[src/rtl/alu_op_dispatcher.sv]
// alu_op_dispatcher: request FIFO feeding a launch/wait/respond sequencer with watchdog for the ALU control unit.
// Define ALU_DISP_STATS_EN to add the stat_done/stat_tmo response counters.
module alu_op_dispatcher #(
  parameter int WIDTH = 8,
  parameter int DEPTH = 2,
  parameter int TIMEOUT = 64
) (
  input  logic             clk,
  input  logic             rst,
  input  logic             req_valid,
  output logic             req_ready,
  input  logic [1:0]       req_op,
  input  logic [WIDTH-1:0] req_x,
  input  logic [WIDTH-1:0] req_y,
  output logic             cu_start,
  output logic [1:0]       cu_op,
  output logic [WIDTH-1:0] op_x,
  output logic [WIDTH-1:0] op_y,
  input  logic             cu_finish,
  input  logic [WIDTH-1:0] dp_hi,
  input  logic [WIDTH-1:0] dp_lo,
  output logic             rsp_valid,
  input  logic             rsp_ready,
  output logic [1:0]       rsp_op,
  output logic [WIDTH-1:0] rsp_hi,
  output logic [WIDTH-1:0] rsp_lo,
  output logic             rsp_timeout
`ifdef ALU_DISP_STATS_EN
  , output logic [15:0]    stat_done,
  output logic [7:0]       stat_tmo
`endif
);
  localparam int AW = $clog2(DEPTH);
  localparam int CW = $clog2(TIMEOUT);
  localparam int EW = 2 + 2 * WIDTH;
  typedef enum logic [1:0] {IDLE, LAUNCH, WAIT, RESP} state_t;
  state_t state, state_nx;
  logic [EW-1:0] mem [DEPTH];
  logic [AW-1:0] wr_ptr, rd_ptr;
  logic [AW:0] count, count_nx;
  logic [CW-1:0] wd;
  logic full, push, pop, tmo, done;
  assign push = req_valid & ~full;
  assign pop = (state == IDLE) && (count != '0);
  // ready drops combinationally with reset so it reads 0 while held, 1 right after release
  assign req_ready = rst & ~full;
  assign count_nx = count + (AW+1)'(push) - (AW+1)'(pop);
  assign tmo = wd == CW'(TIMEOUT - 1);
  assign done = (state == WAIT) && (cu_finish || tmo);
  assign cu_start = state == LAUNCH;
  assign rsp_valid = state == RESP;
  always_comb begin
    state_nx = state;
    case (state)
      IDLE:    state_nx = pop ? LAUNCH : IDLE;
      LAUNCH:  state_nx = WAIT;
      WAIT:    state_nx = done ? RESP : WAIT;
      default: state_nx = rsp_ready ? IDLE : RESP;
    endcase
  end
  always_ff @(posedge clk or negedge rst)
    if (!rst) state <= IDLE;
    else state <= state_nx;
  always_ff @(posedge clk)
    if (push) mem[wr_ptr] <= {req_op, req_x, req_y};
  always_ff @(posedge clk or negedge rst) begin
    if (!rst) begin
      wr_ptr <= '0;
      rd_ptr <= '0;
      count <= '0;
      full <= 1'b0;
      wd <= '0;
      cu_op <= '0;
      op_x <= '0;
      op_y <= '0;
      rsp_op <= '0;
      rsp_hi <= '0;
      rsp_lo <= '0;
      rsp_timeout <= 1'b0;
    end else begin
      if (push) wr_ptr <= wr_ptr + AW'(1);
      if (pop) begin
        rd_ptr <= rd_ptr + AW'(1);
        {cu_op, op_x, op_y} <= mem[rd_ptr];
      end
      count <= count_nx;
      full <= count_nx == (AW+1)'(DEPTH);
      // stops at TIMEOUT-1 because WAIT exits there, so it never wraps
      wd <= (state == WAIT && !tmo) ? wd + CW'(1) : '0;
      if (done) begin
        rsp_op <= cu_op;
        rsp_hi <= cu_finish ? dp_hi : '0;
        rsp_lo <= cu_finish ? dp_lo : '0;
        rsp_timeout <= ~cu_finish;
      end
    end
  end
`ifdef ALU_DISP_STATS_EN
  always_ff @(posedge clk or negedge rst) begin
    if (!rst) begin
      stat_done <= '0;
      stat_tmo <= '0;
    end else if (rsp_valid && rsp_ready) begin
      if (!rsp_timeout) stat_done <= stat_done + 16'd1;
      else if (stat_tmo != 8'hff) stat_tmo <= stat_tmo + 8'd1;
    end
  end
`endif
endmodule

[config.mk]
export PLATFORM = sky130hd
export DESIGN_NAME = alu_op_dispatcher
export DESIGN_NICKNAME = d
export VERILOG_FILES = /design/src/rtl/alu_op_dispatcher.sv
export SDC_FILE = /design/constraint.sdc
export NUM_CORES = 1
export LEC_CHECK = 0
export ABC_CLOCK_PERIOD_IN_PS = 5800
export BUFFER_PORTS_ARGS = -buffer_cell sky130_fd_sc_hd__buf_2
export CAP_MARGIN = 20
export CORE_UTILIZATION = 57
export DETAILED_ROUTE_END_ITERATION = 6
export PLACE_DENSITY_LB_ADDON = 0.08
export SYNTH_ARGS = -nofsm -noshare
export SYNTH_HDL_FRONTEND = slang
export SYNTH_SLANG_ARGS = --single-unit
[constraint.sdc]
create_clock -name clk -period 5.8 [get_ports clk]
set_clock_uncertainty 0.2 [all_clocks]
set_input_delay 1.45 -clock clk [delete_from_list [all_inputs] [get_ports clk]]
set_output_delay 1.45 -clock clk [all_outputs]
set_load 0.1 [all_outputs]
==> reports/results.tsv <==
metric	value	unit
status	completed	
Post-Syn Area	3299	µm²
area occupied by multi-input gates	884.6	µm²
Final #Nets	376	
fillcell total	415	
worst skew pair latency	0.34	ns
TNS Setup	0	ns
Antenna Violating Nets Remaining	0	
Slew Viols, Final	0	
endpoint class of the critical path	output port	
Cell variety after synth	29	
# rows	27	
worst slack, placed	2.072	ns
Tightest Hold Check Type	reg -> reg	
Setup CP Type	in -> out	
core region area	5540	µm²
Max Fclk	0.2686	GHz
post_cts resized	0	
WL met3	344	µm
vias in the first global route	1938	
Post-synth top flop	dfrtp_1	
via count	2045	
fin crit share	64.19	%
clk sinks	86	
uppermost layer routed	met4	
Diodes inserted	0	
fraction of layout cells with a size suffix above 1	31.34	%
Overflow after GRT	0	
setup violators final	0	
Mean Syn Cell Area	13.25	µm²
IO Pins	79	
wl on met1	2.431	mm
Pre-antenna DRT Iters	4	
Critical Path RT	4.15	ns
startpoint types	input pin	
CTS buffer count	9	
# DRC	0	
Worst-Margin Slew	1.010	ns
worst-case clock buffer depth	2	
# hold bufs at CTS	0	
CTS tree	built	
post-route setup slack	2.077	ns
gpl congestion	0.6961	
post-DP HPWL	3.612	mm
Clock Root Buffer	clkbuf_8	
fin area	3920	µm²
Slew headroom	32.64	%
Area growth, synth to finish	18.81	%
Detailed Route Iter0 Violations	158	
max_cap viols	0	
WL met2	2.501	mm
IO Port Bufs	78	
worst-path maximum fanout	2	
FF-to-FF setup slack	3.42	ns
WL/cell	13.15	µm
initial antenna violation count	0	
final hold vios	0	
sequential element share of the synthesized area	70.69	%
initial core utilization	59.55	%
Tmin final	3.723	ns
Die Area	6096	µm²
Setup Buffers After CTS	0	
via/cell ratio	5.025	
largest net degree at the start of global routing	51	
clock edge transition at the registers on the reported setup and hold paths	0.09	ns
Post-DP Area	3739	µm²
Synth Instances	249	
first-pass GRT wire length	8.825	mm
WP data arrival	2.07	ns
die height	78.08	µm
Syn Nets	295	
unrepaired setup endpoints after global routing	no	
async set or reset register ratio after synthesis	58.14	%
number of synthesized register bits	86	
sequential standard cell area	2332	µm²
Total GRT Usage	19.42	%
Chip Width	78.08	µm
Routed WL	5.353	mm
H-tree depth	3	
Post-synth EDFFs	36	
Yosys Warn Count	0	
==> cell families (layout without fill, tap and decap cells) <==
group	after synthesis	in the layout	share of synthesized area, %
multiplexers	21	21	6.447
XOR/XNOR	7	7	1.858
AND/OR/NAND/NOR	70	70	9.064
AO/OA/AOI/OAI	41	41	6.523
flip-flops	86	86	70.69
buffers and inverters	17	103	2.768
adder cells (fa/ha/maj)	7	7	2.654
==> cell usage after synthesis (all sizes together), types with 3 or more instances <==
| library cell | count | area [µm²] |
|---|---|---|
| nand3 | 3 | 20.02 |
| xnor2 | 5 | 43.79 |
| ha | 7 | 87.58 |
| dfrtp | 50 | 1251 |
| edfxtp | 36 | 1081 |
| o21ai | 38 | 193.9 |
| mux2i | 19 | 190.2 |
| and2 | 3 | 18.77 |
| nor2 | 6 | 30.03 |
| inv | 7 | 26.28 |
| buf | 8 | 56.30 |
| nand2 | 54 | 205.2 |
==> metrics by stage <==
| step | hold slack [ns] | cells | util [%] |
|---|---|---|---|
| 2_1_floorplan | 0.2331 | 249 | - |
| 3_3_place_gp | 0.2517 | 391 | 67.48 |
| 3_5_place_dp | 0.2647 | 391 | 67.48 |
| 4_1_cts | 0.2837 | 407 | 70.75 |
| 5_1_grt | 0.3113 | 407 | 70.75 |
| 6_report | 0.2781 | 407 | 70.75 |
==> path summary, 6_finish.rpt <==
kind	from	to	cells past startpoint
max in group asynchronous	rst	rsp_timeout	2
max reg2reg	state[1]	full	11
min	op_x[3]	op_x[3]	2
min reg2reg	op_x[3]	op_x[3]	2
max	rst	req_ready	3
min in group asynchronous	rst	wd[0]	2
==> placed cells by master, fill, tap and decap left out, drive strengths merged, types with 3 or more instances in the layout <==
cell / Yosys / final
buf: 8 / 80
nand2: 54 / 54
dfrtp: 50 / 50
o21ai: 38 / 38
edfxtp: 36 / 36
mux2i: 19 / 19
clkbuf: 2 / 9
inv: 7 / 9
ha: 7 / 7
nor2: 6 / 6
xnor2: 5 / 5
and2: 3 / 3
clkinvlp: 0 / 3
nand3: 3 / 3
==> layer usage <==
| metal | track usage (%) | vias up |
|---|---|---|
| li1 | - | 1017 |
| met5 | 0 | - |
| met2 | 31.75 | 72 |
| met4 | 8.889 | 0 |
| met3 | 4.535 | 9 |
| met1 | 24.79 | 947 |
==> critical path, cell delays in order <==
cell and delay [ns]:
buf_2 0.09, nor2b_1 0.11, buf_2 0.42
==> registers in the layout (all words and copies together) (netlist names), 2 cells and up <==
signal and count:
op_x 8, state 2, wd 6, rsp_op 2
count 2, rsp_hi 8, cu_op 2, op_y 8
mem 36, rsp_lo 8
==> area by class of cell <==
cell class	count	share of cell area, %
flip-flops and latches	86	59.50
repair buffers	80	10.34
multi-input cells	146	22.57
clock inverters	7	1.468
clock buffers	9	3.160
well taps	72	2.298
inverters	7	0.6703
Power is not shown: default switching activity piles up to over one toggle a cycle in this logic, so the estimate is an artifact.
